==> src/rtl/sfa_pkg.sv <==
// rtl/sfa_pkg.sv - shared types, FUNCTW tables and constants for scale_factor_adapt
package sfa_pkg;

   typedef enum logic [2:0] {
      ST_IDLE,
      ST_UPD_U,
      ST_UPD_L,
      ST_MIX,
      ST_DONE
   } sfa_state_e;

   typedef enum logic [1:0] {
      RATE_16K = 2'b00,
      RATE_24K = 2'b01,
      RATE_32K = 2'b10,
      RATE_40K = 2'b11
   } sfa_rate_e;

   localparam logic [12:0] YU_MIN = 13'd544;
   localparam logic [12:0] YU_MAX = 13'd5120;
   localparam logic [12:0] YU_RST = 13'd544;
   localparam logic [12:0] Y_RST  = 13'd544;
   localparam logic [18:0] YL_RST = 19'd34816;
   localparam logic [6:0]  AL_MAX = 7'd64;

   localparam logic signed [11:0] FUNCTW_16K [0:1] = '{-12'sd22, 12'sd439};
   localparam logic signed [11:0] FUNCTW_24K [0:3] = '{-12'sd4, 12'sd30, 12'sd137, 12'sd582};
   localparam logic signed [11:0] FUNCTW_32K [0:7] = '{
      -12'sd12, 12'sd18, 12'sd41, 12'sd64, 12'sd112, 12'sd198, 12'sd355, 12'sd1122};
   localparam logic signed [11:0] FUNCTW_40K [0:15] = '{
      12'sd14, 12'sd14, 12'sd24, 12'sd39, 12'sd40, 12'sd41, 12'sd58, 12'sd100,
      12'sd141, 12'sd179, 12'sd219, 12'sd280, 12'sd358, 12'sd440, 12'sd529, 12'sd696};

   // Codes with the sign bit set are folded by one's complement before lookup.
   function automatic logic signed [11:0] functw(input logic [1:0] rate, input logic [4:0] code);
      logic             sign;
      logic [4:0]       fold;
      logic signed [11:0] w;
      case (rate)
         RATE_16K: sign = code[1];
         RATE_24K: sign = code[2];
         RATE_32K: sign = code[3];
         default:  sign = code[4];
      endcase
      fold = sign ? ~code : code;
      case (rate)
         RATE_16K: w = FUNCTW_16K[fold[0]];
         RATE_24K: w = FUNCTW_24K[fold[1:0]];
         RATE_32K: w = FUNCTW_32K[fold[2:0]];
         default:  w = FUNCTW_40K[fold[3:0]];
      endcase
      return w;
   endfunction

endpackage

==> src/rtl/sfa_mul7.sv <==
// rtl/sfa_mul7.sv - 14-bit x 7-bit shift-add multiplier, one multiplier bit per cycle
module sfa_mul7
   import sfa_pkg::*;
(
   input  logic        clk,
   input  logic        rst,
   input  logic        start,
   input  logic [13:0] a,
   input  logic [6:0]  b,
   output logic        done,
   output logic [20:0] p
);

   logic [20:0] acc_q, acc_d;
   logic [20:0] mcand_q, mcand_d;
   logic [5:0]  mplier_q, mplier_d;
   logic [2:0]  cnt_q, cnt_d;
   logic        done_q, done_d;

   // The start edge already folds in bit 0, so six more edges finish the product.
   always_comb begin
      acc_d    = acc_q;
      mcand_d  = mcand_q;
      mplier_d = mplier_q;
      cnt_d    = cnt_q;
      done_d   = 1'b0;
      if (start) begin
         acc_d    = b[0] ? {7'b0, a} : 21'd0;
         mcand_d  = {6'b0, a, 1'b0};
         mplier_d = b[6:1];
         cnt_d    = 3'd6;
      end else if (cnt_q != 3'd0) begin
         if (mplier_q[0]) begin
            acc_d = acc_q + mcand_q;
         end
         mcand_d  = {mcand_q[19:0], 1'b0};
         mplier_d = {1'b0, mplier_q[5:1]};
         cnt_d    = cnt_q - 3'd1;
         done_d   = (cnt_q == 3'd1);
      end
   end

   always_ff @(posedge clk or posedge rst) begin
      if (rst) begin
         acc_q    <= '0;
         mcand_q  <= '0;
         mplier_q <= '0;
         cnt_q    <= '0;
         done_q   <= 1'b0;
      end else begin
         acc_q    <= acc_d;
         mcand_q  <= mcand_d;
         mplier_q <= mplier_d;
         cnt_q    <= cnt_d;
         done_q   <= done_d;
      end
   end

   assign done = done_q;
   assign p    = acc_q;

endmodule

==> src/rtl/scale_factor_adapt.sv <==
// rtl/scale_factor_adapt.sv - ADPCM quantizer scale factor adaptation (fast/slow mix)
// Optional SFA_OVERRUN_EN: sticky ovr when in_valid arrives while busy.
module scale_factor_adapt
   import sfa_pkg::*;
(
   input  logic        clk,
   input  logic        reset,
   input  logic        scan_in0,
   input  logic        scan_en,
   output logic        scan_out0,
   input  logic [4:0]  I,
   input  logic [1:0]  RATE,
   input  logic [6:0]  AL,
   input  logic        in_valid,
   output logic [12:0] Y,
   output logic [18:0] YL,
   output logic        y_valid,
   output logic        busy,
   output logic        ovr
);

   sfa_state_e  state_q, state_d;
   logic [4:0]  i_q, i_d;
   logic [1:0]  rate_q, rate_d;
   logic [6:0]  al_q, al_d;
   logic [12:0] yu_q, yu_d;
   logic [18:0] yl_q, yl_d;
   logic [12:0] y_q, y_d;
   logic        y_valid_q, y_valid_d;
   logic        busy_q, busy_d;
   logic        ovr_q, ovr_d;
   logic        d_neg_q, d_neg_d;

   logic signed [11:0] wi;
   logic [16:0] dif_u;
   logic [12:0] yut, yu_lim;
   logic [19:0] dif_l;
   logic [18:0] yl_next;
   logic [13:0] d_val, d_mag;
   logic [12:0] prodm, prod, y_next;
   logic        mul_start, mul_done;
   logic [20:0] mul_p;
   logic        unused_sigs;

   assign wi      = functw(rate_q, i_q);
   assign dif_u   = {wi, 5'b0} - {4'b0, y_q};
   assign yut     = y_q + {dif_u[16], dif_u[16:5]};
   assign yu_lim  = (yut < YU_MIN) ? YU_MIN : ((yut > YU_MAX) ? YU_MAX : yut);
   assign dif_l   = {1'b0, yu_q, 6'b0} - {1'b0, yl_q};
   assign yl_next = yl_q + {{5{dif_l[19]}}, dif_l[19:6]};
   // D is formed from the YL being loaded so the multiply can start on entry to MIX.
   assign d_val   = {1'b0, yu_q} - {1'b0, yl_next[18:6]};
   assign d_mag   = d_val[13] ? (~d_val + 14'd1) : d_val;
   assign prodm   = mul_p[18:6];
   assign prod    = d_neg_q ? (~prodm + 13'd1) : prodm;
   assign y_next  = yl_q[18:6] + prod;

   sfa_mul7 u_mul (
      .clk   (clk),
      .rst   (reset),
      .start (mul_start),
      .a     (d_mag),
      .b     (al_q),
      .done  (mul_done),
      .p     (mul_p)
   );

   always_comb begin
      state_d   = state_q;
      i_d       = i_q;
      rate_d    = rate_q;
      al_d      = al_q;
      yu_d      = yu_q;
      yl_d      = yl_q;
      y_d       = y_q;
      y_valid_d = 1'b0;
      busy_d    = busy_q;
      d_neg_d   = d_neg_q;
      mul_start = 1'b0;
`ifdef SFA_OVERRUN_EN
      ovr_d     = ovr_q | (in_valid & busy_q);
`else
      ovr_d     = 1'b0;
`endif
      case (state_q)
         ST_IDLE: begin
            if (in_valid && !busy_q) begin
               i_d     = I;
               rate_d  = RATE;
               al_d    = (AL > AL_MAX) ? AL_MAX : AL;
               busy_d  = 1'b1;
               state_d = ST_UPD_U;
            end
         end
         ST_UPD_U: begin
            yu_d    = yu_lim;
            state_d = ST_UPD_L;
         end
         ST_UPD_L: begin
            yl_d      = yl_next;
            d_neg_d   = d_val[13];
            mul_start = 1'b1;
            state_d   = ST_MIX;
         end
         ST_MIX: begin
            if (mul_done) begin
               state_d = ST_DONE;
            end
         end
         ST_DONE: begin
            y_d       = y_next;
            y_valid_d = 1'b1;
            busy_d    = 1'b0;
            state_d   = ST_IDLE;
         end
         default: state_d = ST_IDLE;
      endcase
   end

   always_ff @(posedge clk or posedge reset) begin
      if (reset) begin
         state_q   <= ST_IDLE;
         i_q       <= '0;
         rate_q    <= '0;
         al_q      <= '0;
         yu_q      <= YU_RST;
         yl_q      <= YL_RST;
         y_q       <= Y_RST;
         y_valid_q <= 1'b0;
         busy_q    <= 1'b0;
         ovr_q     <= 1'b0;
         d_neg_q   <= 1'b0;
      end else begin
         state_q   <= state_d;
         i_q       <= i_d;
         rate_q    <= rate_d;
         al_q      <= al_d;
         yu_q      <= yu_d;
         yl_q      <= yl_d;
         y_q       <= y_d;
         y_valid_q <= y_valid_d;
         busy_q    <= busy_d;
         ovr_q     <= ovr_d;
         d_neg_q   <= d_neg_d;
      end
   end

   assign Y           = y_q;
   assign YL          = yl_q;
   assign y_valid     = y_valid_q;
   assign busy        = busy_q;
   assign ovr         = ovr_q;
   assign scan_out0   = 1'b0;
   assign unused_sigs = ^{scan_in0, scan_en, mul_p[20:19], mul_p[5:0]};

endmodule

==> config.mk <==
export PLATFORM = sky130hd
export DESIGN_NAME = scale_factor_adapt
export DESIGN_NICKNAME = d
export VERILOG_FILES = /design/src/rtl/sfa_pkg.sv /design/src/rtl/sfa_mul7.sv /design/src/rtl/scale_factor_adapt.sv
export SDC_FILE = /design/constraint.sdc
export NUM_CORES = 1
export LEC_CHECK = 0
export CELL_PAD_IN_SITES_DETAIL_PLACEMENT = 2
export CELL_PAD_IN_SITES_GLOBAL_PLACEMENT = 2
export CORE_MARGIN = 8
export CORE_UTILIZATION = 41
export CTS_CLUSTER_DIAMETER = 200
export DETAILED_ROUTE_END_ITERATION = 16
export GPL_TIMING_DRIVEN = 1
export PLACE_DENSITY = 0.85
export SYNTH_ARGS = -nofsm -noshare
export SYNTH_HDL_FRONTEND = slang
export SYNTH_SLANG_ARGS = --single-unit
==> constraint.sdc <==
create_clock -name clk -period 10.7 [get_ports clk]
set_input_delay 2.14 -clock clk [delete_from_list [all_inputs] [get_ports clk]]
set_output_delay 2.14 -clock clk [all_outputs]
set_load 0.01 [all_outputs]
After elaboration in Yosys (flattened, before gate mapping). Memory sizes are Yosys's and may differ from the RTL's. Index checks and enable logic that the tools add are counted.

Add/subtract/negate cells: 10. Multipliers: 0. Divide/modulo/power cells: 0. Order comparisons: 7. Equal/unequal tests: 9. Shift operators: 0. Muxes and demuxes: 37. Bitwise gates (word level): 7. Reduce and logical (&&, ||, !) cells: 12.

Operators by type and width (count): 12-bit 2-to-1 mux (9); 21-bit 2-to-1 mux (5); 13-bit 2-to-1 mux (3); 12-bit case mux with 3 select lines (1); 14-bit 2-to-1 mux (2); 13-bit adder (2); 12-bit binary-select mux with 2-bit select (1); 21-bit adder (1); 19-bit by 19-bit subtractor with 20-bit output (1); 19-bit adder (1); 17-bit by 13-bit subtractor with 17-bit output (1); 14-bit by 1-bit adder with 14-bit output (second input constant) (1); 14-bit inverter (1); 13-bit by 13-bit subtractor with 14-bit output (1); 13-bit by 1-bit adder with 13-bit output (second input constant) (1); 13-bit > comparator (second input constant) (1); 13-bit by 10-bit less-than comparator with 1-bit output (second input constant) (1); 13-bit inverter (1); 3-bit 2-to-1 mux (4); 6-bit 2-to-1 mux (2); 3-bit case mux with 4 select lines (1); 2-bit AND reduction (4); 7-bit > comparator (second input constant) (1); 7-bit 2-to-1 mux (1); 27 further kinds (35).

Register bits after elaboration: 117. Latch bits: 0. Memory bits (writable): 0. ROM bits: 288. Input port bits: 19. Memories kept: 2.

Memory list: (no name shown) (depth 16, bits a word 12, rd ports 1, clocked after Yosys merged registers in 0, wr ports 0, line sfa_pkg.sv:50) `default: w = FUNCTW_40K[fold[3:0]];`; (no name shown) (depth 8, bits a word 12, rd ports 1, clocked after Yosys merged registers in 0, wr ports 0, line sfa_pkg.sv:49) `RATE_32K: w = FUNCTW_32K[fold[2:0]];`.

Longest topological paths before layout. Gate-level depths: netlist of run 1.

Depth in word-level cells: 13. Gate-level depth with buffers: 31.

Modules after synthesis. A second synthesis of run 1 with hierarchy kept.

Cell total of the unflattened synthesis: 1254. Area, all modules: 10470.0 sq um.

By module, submodules not included: scale_factor_adapt (instances 1, cells an instance 900, area an instance 7339.5 sq um); sfa_mul7 (instances 1, cells an instance 354, area an instance 3130.5 sq um).

Least setup slack after synthesis of run 1. No wires, ideal clock.

Kind: reg-to-reg. From: register rate_q[0]. To: register yu_q[1]. Library setup time: 0.126 ns. Arrival: 6.234 ns. Data required time: 10.574 ns. Slack: 4.340 ns. Stages on the path, launching flop included: 29. Buffers on the path: 2. Cell sequence: dfrtp_1 > buf_2 > mux4_2 > xor2_1 > inv_1 > ha_1 > mux4_2 > a21oi_1 > nor2_1 > a21oi_1 > ha_1 > a21oi_1 > o31ai_2 > a31oi_1 > and2b_2 > o21ai_0 > nand2b_1 > a21oi_1 > xnor2_1 > ha_1 > o21a_1 > nor2b_1 > a211o_1 > xnor2_1 > a21bo_2 > a31o_2 > clkbuf_1 > nor3_1 > a221o_1.

Cells in the longest elaborated chain, start to end: 13. Elaborated cells on any way between the ends: 28.

RTL lines: start: declaration (line scale_factor_adapt.sv:24) `logic [1:0] rate_q, rate_d;`; start signal: assignment (line scale_factor_adapt.sv:136) `rate_q <= rate_d;`; 2-bit == test, or another cell as far along (line sfa_pkg.sv:39, sfa_pkg.sv:46); 1-bit case mux with 3 select lines (line sfa_pkg.sv:39) `case (rate)`; 4-bit 2-to-1 mux (line sfa_pkg.sv:45) `fold = sign ? ~code : code;`; 4-bit inverter with 5-bit output (implied by the code), or another cell as far along (line sfa_pkg.sv:50); memory read 16 x 12 bit, or another cell as far along; 12-bit 2-to-1 mux, on equally long branches (2 in series); 12-bit case mux with 3 select lines (*) (line sfa_pkg.sv:46) `case (rate)`; 17-bit by 13-bit subtractor with 17-bit output (*) (line scale_factor_adapt.sv:46) `assign dif_u = {wi, 5'b0} - {4'b0, y_q};`; 13-bit adder (*) (line scale_factor_adapt.sv:47) `assign yut = y_q + {dif_u[16], dif_u[16:5]};`; 13-bit > comparator (line scale_factor_adapt.sv:48) `assign yu_lim = (yut < YU_MIN) ? YU_MIN : ((yut > YU_MAX) ? YU_MAX : yut);`; 13-bit 2-to-1 mux (line scale_factor_adapt.sv:48); 13-bit 2-to-1 mux (*) (line scale_factor_adapt.sv:48); end signal: assignment (line scale_factor_adapt.sv:138) `yu_q <= yu_d;`; end: declaration (line scale_factor_adapt.sv:26) `logic [12:0] yu_q, yu_d;`.

Mark *: on every way between the ends. The rest lies on a longest branch, timed or not. The select of a mux whose other input is x is not followed. A chain may end at the register's enable or synchronous reset.

Worst setup path after layout of run 1. Ends and elaborated chain as after synthesis.

==> results of run 1 <==
## routing by layer
layer  routed length (um)  GRT usage  part of all wire
met1                15600      0.286              0.46
met5                    0          0                 0
met4                  824     0.0685             0.024
met2                16900      0.400              0.50
met3                  766     0.0272             0.022
## through the flow
stage                     cells  hold slack (ns)  worst slack (ns)  utilization  instance area (um^2)
after floorplan            1221            0.439              4.34            -                 10000
after global placement     1558            0.457              2.84        0.448                 10800
after detailed placement   1558            0.470              2.57        0.448                 10800
after CTS                  1574            0.494              2.56        0.462                 11200
after global routing       1574            0.520              2.00        0.462                 11200
final                      1574            0.488              2.52        0.462                 11200
## how the worst min path moves through the flow
stage	start	to	slack [ns]	depth (start not counted)
2_1_floorplan	al_q[6]$_DFFE_PP0P_	u_mul.mplier_q[5]$_DFFE_PP0P_	0.44	2
3_3_place_gp	al_q[4]$_DFFE_PP0P_	al_q[4]$_DFFE_PP0P_	0.46	2
3_5_place_dp	al_q[5]$_DFFE_PP0P_	al_q[5]$_DFFE_PP0P_	0.47	2
4_1_cts	al_q[5]$_DFFE_PP0P_	al_q[5]$_DFFE_PP0P_	0.49	2
5_1_grt	al_q[5]$_DFFE_PP0P_	al_q[5]$_DFFE_PP0P_	0.52	2
6_report	al_q[5]$_DFFE_PP0P_	al_q[5]$_DFFE_PP0P_	0.49	2
## synthesized netlist by cell type (4+ instances only)
cell type | number | area share
nand3_1 | 23 | 0.011
nand3b_1 | 7 | 0.0052
buf_2 | 7 | 0.0035
mux2_2 | 5 | 0.0056
nor3b_1 | 4 | 0.0030
inv_1 | 68 | 0.025
o21ai_0 | 88 | 0.044
or2_2 | 4 | 0.0025
or3_1 | 12 | 0.0075
or4_1 | 4 | 0.0030
dfrtp_1 | 105 | 0.26
dfstp_2 | 6 | 0.016
clkbuf_1 | 33 | 0.012
o211ai_1 | 6 | 0.0045
a22o_1 | 4 | 0.0035
mux2i_1 | 7 | 0.0070
o21a_1 | 13 | 0.0097
fa_1 | 5 | 0.010
nand2b_1 | 16 | 0.010
nor2_1 | 83 | 0.031
a22oi_1 | 10 | 0.0075
a31oi_1 | 15 | 0.0093
xor2_1 | 36 | 0.031
a211oi_1 | 18 | 0.013
o41ai_1 | 5 | 0.0044
o31ai_1 | 10 | 0.0075
nor3_1 | 30 | 0.015
o21bai_1 | 7 | 0.0052
nor4_1 | 13 | 0.0081
a21o_1 | 29 | 0.022
o311ai_0 | 5 | 0.0044
o22ai_1 | 5 | 0.0031
and2_1 | 8 | 0.0050
and3_1 | 18 | 0.011
a21oi_1 | 91 | 0.045
ha_1 | 109 | 0.14
nor2b_1 | 15 | 0.0093
a221o_1 | 8 | 0.0080
xnor2_1 | 61 | 0.053
nand2_1 | 161 | 0.060
## cell families after synthesis
family	synth area share
DFF	0.277
muxes	0.0171
adders and majority gates	0.146
other	0.000373
xor gates and xnor gates	0.0862
and+or+nand+nor	0.198
buffers and inverters	0.0446
AOI/OAI and AO/OA	0.231
## layout make-up
type                       instances  area (um^2)
clock buffer                      10          239
clock inverter                     6         85.1
fill                            2698        13000
inverter                          69          262
multi-input combinational        997         6830
sequential                       111         2790
tap                              324          405
timing repair buffer              57          553
## registers in the layout, indices dropped and copies added, names as in the netlist, 5 cells and up
signal,cells
i_q,5
u_mul.mplier_q,6
u_mul.p,18
YL,19
yu_q,13
al_q,7
Y,13
u_mul.mcand_q,18
## worst max-delay path, delay by kind of cell (launching register included)
kind / cells / cell delay [ns]
AOI/OAI and AO/OA: 11 / 2.30
xor gates and xnor gates: 4 / 1.63
muxes: 2 / 1.07
adders and majority gates: 3 / 1.05
DFF: 1 / 0.95
and+or+nand+nor: 5 / 0.82
buffers and inverters: 1 / 0.25
==> results.md, run 1 <==
Critical path:
- The startpoint kind of the worst setup timing path is a flip-flop.
- The startpoint of the worst register-to-register path is rate_q[0]$_DFFE_PP0P_.
- The critical path launch point is rate_q[0]$_DFFE_PP0P_.
- The slowest stage of the critical path is the dfrtp_1 cell.
- In this run the critical register-to-register path is captured at yu_q[1]$_DFFE_PP0P_.
- The dominant cell type by count on the critical path is a21oi_1.
- STA puts the critical path data required time at 10.95 ns.
- Across all register-to-register paths, the minimum setup slack is 2.52 ns.
- Of all nets on the critical path, the largest fanout is 29.
- The critical path ends at yu_q[1]$_DFFE_PP0P_.
- The worst reg2reg path depth is 26.
- The type of the worst setup path is flip-flop to flip-flop.
- The worst setup path is captured at a flip-flop.
- In this design, the stage delay of the slowest critical-path cell is 0.95 ns.
- The endpoint arrival time on the critical path is 8.44 ns.

Clock tree:
- The post-CTS setup repair buffer count is 0.
- The clock latency of the later-clocked register in the worst-skew pair is 0.38 ns.
- The CTS tree is built.
- The CTS root buffer is clkbuf_16.
- After clock tree synthesis, the repair step resized 0 gates.
- The tree built by TritonCTS fans out to 111 sinks.
- The maximum root-to-sink buffer count is 2.
- The clock tree synthesis step divided the H-tree into 3 levels.
- Clock-pin slew was measured on the worst setup and hold paths at 0.09 ns.
- In this run, CTS created clock tree buffers numbering 9.
- The count of hold buffers inserted by post-cts repair is 0.

Place:
- The count of buffers from port buffering is 50.
- The detailed placement HPWL is 25.2 mm.
- The congestion estimate from routability-driven global placement came to 0.835.

Synth:
- The number of synthesis warnings is 0.
- The distinct cell type count of the synthesized netlist is 84.
- The proportion of synthesized flip-flops having asynchronous set or reset is 1.00.
- In the synthesized netlist the dominant register cell turns out to be dfrtp_1.
- A synthesized cell averages 8.23 um^2.
- Of the synthesized area, sequential elements account for 0.277.
- The number of enable-type register cells in the synthesized netlist is 0.
- The netlist area before placement is 10000 um^2.
- The cell count after synthesis is 1220.
- The number of synthesized register bits is 111.

STA:
- The total negative slack for setup checks is 0 ns.
- The final-report hold violation count is 0.
- The max-slew violation total from the final report is 0.
- Dividing the final minimum period by the clock period gives 0.765.
- The clock period minus worst slack is 8.18 ns.
- The largest clock skew in the final design is 0.0215 ns.
- Based on the critical path, the design can be clocked at up to 0.122 GHz.
- Setup violations remaining at the end of the flow were counted as 0.
- Measured against its own limit, the worst slew margin works out to 0.184.
- The pin slew with the least headroom to its limit is 1.22 ns.
- Setup repair after global routing left no endpoint under its margin.

Final layout:
- In the layout the commonest cells are nand2_1 (161), ha_1 (109), dfrtp_1 (105).
- From synthesis to final layout, the design area changed by 11.1%.
- In the final layout, the share of cells above drive strength 1 is 0.0504.
- 0 antenna diodes ended up in the layout.
- Leaving out fill and tap cells, the most frequent cell in the layout is nand2_1.
- The number of nets in the layout is 1378.

Floorplanning:
- The floorplan has 57 rows.
- The width of the chip is 173 um.
- In this run the count of I/O pins placed on the die edge is 55.
- The floorplan step defined a die boundary enclosing 29800 um^2.
- The total core area is 24200 um^2.
- For this configuration, the core starts out at a cell density of 0.415.
- The floorplan step set the die height to 173 um.

Drt:
- In the final routed layout, each cell accounts on average for 21.6 um.
- The wire length after detailed routing is 34.1 mm.
- Before antenna repair, the detailed router went through 5 iterations.
- The total via count after detailed routing is 9283.
- The via-per-instance ratio is 5.90.
- The violation count after the first detailed-route iteration is 384.
- In this run the remaining antenna-violating nets after routing total 0.
- In the routed design, unresolved DRC markers number 0.

Global route:
- Entering global routing, the biggest net connects 77 pins.
- The global route total overflow is 0.
- The number of antenna violations at the first check in global routing is 0.
- The number of global-route vias before repair came to 10300.
- Across every metal layer, demand over resource in global routing totals 0.228.
- The global-route wire length before repair is 55.9 mm.

Status:
- The run finished with clean final reports.

Flow run:
- The number of max-cap violations is 0.

Hold path:
- In this run the worst hold path is classified as flip-flop to flip-flop.
Power of run 1 is not shown: default switching activity piles up to over one toggle a cycle in this logic, so the estimate is an artifact.
==> run 2: changes to the inputs <==
- CORE_UTILIZATION: 41 -> 38
- PLACE_DENSITY: 0.85 -> 0.79
- clock period: 10.7 -> 7.8 ns (I/O delays scaled with it)
==> results.md, run 2 (synthesis results as in run 1) <==
STA:
- The final-report hold violation count is 0 (unchanged).
- The largest clock skew in the final design is 0.0183 ns (-0.00321 ns).
- The number of setup violations in the final report is 0 (unchanged).
- The highest clock rate is 0.140 GHz (+14%).
- Setup repair after global routing left no endpoint under its margin.
- The max-slew violation total from the final report is 0 (unchanged).
- The final hold slack is 0.483 ns (-0.00536 ns).
- The ratio of final minimum period to clock period was 0.918 (+0.153).
- The pin slew with the least headroom to its limit was 1.21 ns (-0.0143 ns).
- The total negative slack for setup checks is 0 ns (unchanged).
- The worst max-slew margin expressed relative to the limit is 0.191 (+0.00656).
- The clock period minus worst slack came to 7.16 ns (-1.02 ns).

Final layout:
- The number of nets in the layout is 1386 (+0.58%).
- The antenna cell count is 0 (unchanged).
- The final design utilization was 0.431 (-0.0301).
- The area growth from synthesis to layout is 11.6%.
- Leaving out fill and tap cells, the most frequent cell in the layout is nand2_1.
- The layout cell share with drive strength beyond 1 is 0.0572 (+0.00683).
- The number of flip-flops in the largest register came to 19 (unchanged).
- The final non-filler cell total is 1593 (+1.2%).
- The library cells used most frequently in the layout, excluding fill and tap cells, are nand2_1 (161), ha_1 (109), dfrtp_1 (105).

Critical path:
- The startpoint of the worst register-to-register path is YL[1]$_DFFE_PP0P_.
- The critical path starts at YL[1]$_DFFE_PP0P_.
- The startpoint kind of the worst setup timing path is a flip-flop.
- In this design, the largest share of critical-path delay is due to compound AO/OA/AOI/OAI gates.
- The endpoint arrival time on the critical path is 7.46 ns (-0.98 ns).
- The critical path data required time came to 8.10 ns (-2.85 ns).
- The type of the worst setup path is flip-flop to flip-flop.
- Walking the worst path, the cells encountered are or4_1 > nor3_1 > a21oi_1 > xnor2_1 > ha_1 > a21o_1 > a21o_1 > a2111oi_0 > o31ai_1 > a21oi_1 > xnor2_1 > ha_1 > or3b_2 > o311ai_0 > a211oi_1 > nand2_1 > nor4_1 > nor3b_2 > nand3_1 > nor4_1 > o32a_1.
- The count of buffer and inverter cells on the critical path came to 0 (-1).
- The slowest stage of the critical path belongs to the cell a2111oi_0.
- The slack of the worst reg-to-reg path is 0.64 ns (-1.88 ns).
- The delay contributed by the slowest stage of the critical path came to 0.80 ns (-0.15 ns).
- The critical path endpoint category is a flip-flop.
- The logic depth of the worst setup path including buffers is 21 (-19%).
- The endpoint of the worst setup timing path is u_mul.mcand_q[14]$_DFFE_PP0P_.
- The reg-to-reg endpoint is u_mul.mcand_q[14]$_DFFE_PP0P_.
- The largest fanout of any net on the critical path came to 6 (-79%).
- The worst reg2reg path depth was 21 (-19%).

Floorplanning:
- The number of ports placed on the die boundary is 55 (unchanged).
- The area enclosed by the die boundary is 31900 um^2 (+7.2%).
- The total core area is 26000 um^2 (+7.5%).
- The height of the die was 179 um (+3.5%).
- The site row count was 59 (+3.5%).
- The width of the chip is 179 um (+3.5%).
- The starting density of the core came to 0.387 (-0.0289).

Drt:
- The violation count after the first detailed-route iteration was 294 (-23%).
- The post-route DRC violation count was 0 (unchanged).
- The number of detailed-routing iterations run before antenna repair is 4 (-1).
- The remaining antenna violation count is 0 (unchanged).
- The via-per-instance ratio is 5.78 (-2.1%).
- The post-detailed-route wirelength per cell is 20.3 um (-6.0%).
- The total via count after detailed routing is 9201 (-0.88%).
- The wire length after detailed routing is 32.4 mm (-4.9%).

Clock tree:
- The level count of the clock H-tree is 3 (unchanged).
- The clock buffer count from CTS was 9 (unchanged).
- The count of hold buffers inserted by post-cts repair was 0 (unchanged).
- The count of clock tree sinks is 111 (unchanged).
- The clock latency of the later-clocked register in the worst-skew pair is 0.37 ns (about the same).
- The register clock-pin slew on the reported worst setup and hold paths is 0.09 ns (about the same).
- The CTS tree is built.
- The number of instances resized during post-cts repair is 0 (unchanged).
- The post-CTS setup repair buffer count is 0 (unchanged).
- The maximum root-to-sink buffer count is 2 (unchanged).
- The CTS root buffer is clkbuf_16.

Global route:
- The number of global-route vias before repair is 10000 (-2.2%).
- The global-route wire length before repair was 53.5 mm (-4.5%).
- The number of antenna violations at the first check in global routing is 0 (unchanged).
- The overall track demand over capacity in global routing is 0.208 (-0.0202).
- The maximum number of pins on one net before global-route repair is 68 (-12%).
- The global route total overflow is 0 (unchanged).

Place:
- The count of buffers from port buffering came to 50 (unchanged).
- The placed cell count was 1577 (+1.2%).
- The detailed placement HPWL is 25.0 mm (-1.1%).
- The final RePlAce weighted congestion is 0.846 (+1.2%).

Flow run:
- The number of max-cap violations is 0 (unchanged).

Hold path:
- The class of the most critical hold timing path is flip-flop to flip-flop.

Status:
- The flow ran to the end, and the final reports show no timing, DRC or antenna violations.
[run 2: changes by cell type in the layout (fill, tap and decap cells not counted)]
cell	previous run	this run
clkinv_2	0	1
buf_4	7	15
a21oi_2	0	1
bufinv_16	1	0
a21oi_1	91	90
[run 2: metrics by stage]
step	setup WS [ns]	cell area (um^2)
floorplan	1.44	10000
global placement	0.872	10900
detailed placement	0.627	10900
CTS	0.600	11200
global route	0.0475	11200
finish	0.640	11200
[run 2: worst reg2reg max path, delay by kind of cell, from the launching register on]
family	cells	cell delay (ns)
AOI/OAI and AO/OA	9	2.83
and+or+nand+nor	8	2.70
DFF	1	0.46
adders and majority gates	2	0.64
xor gates and xnor gates	2	0.48
[run 2: area by class of cell]
class | count | area (um^2)
clock buffers | 10 | 239
clock inverters | 6 | 60.1
fillers | 2989 | 14800
inverters | 69 | 262
multi-input cells | 997 | 6830
flip-flops and latches | 111 | 2790
well taps | 335 | 419
repair buffers | 65 | 613
[run 2: worst min-delay path by stage]
stage                                   start                       endpoint  slack [ns]  cells after the start
final                     al_q[3]$_DFFE_PP0P_            al_q[3]$_DFFE_PP0P_        0.48                      2
after global routing      al_q[3]$_DFFE_PP0P_            al_q[3]$_DFFE_PP0P_        0.51                      2
after floorplan           al_q[6]$_DFFE_PP0P_  u_mul.mplier_q[5]$_DFFE_PP0P_        0.44                      2
after CTS                 al_q[2]$_DFFE_PP0P_            al_q[2]$_DFFE_PP0P_        0.49                      2
after global placement    al_q[4]$_DFFE_PP0P_            al_q[4]$_DFFE_PP0P_        0.46                      2
after detailed placement  al_q[2]$_DFFE_PP0P_            al_q[2]$_DFFE_PP0P_        0.47                      2
[run 2: layer usage]
metal	share of wire	GRT usage
met5	0	0
met4	0.017	0.0468
met3	0.036	0.0320
met2	0.50	0.368
met1	0.45	0.260
Power of run 2 is left out for the same reason.
==> run 3: changes to the inputs <==
- CTS_CLUSTER_SIZE: unset -> 14
- SKIP_CTS_REPAIR_TIMING: unset -> 1
==> results of run 3 <==
Same layout as run 2: the final DEF is identical, and so are final timing and power.
Power of run 3 is left out for the same reason.
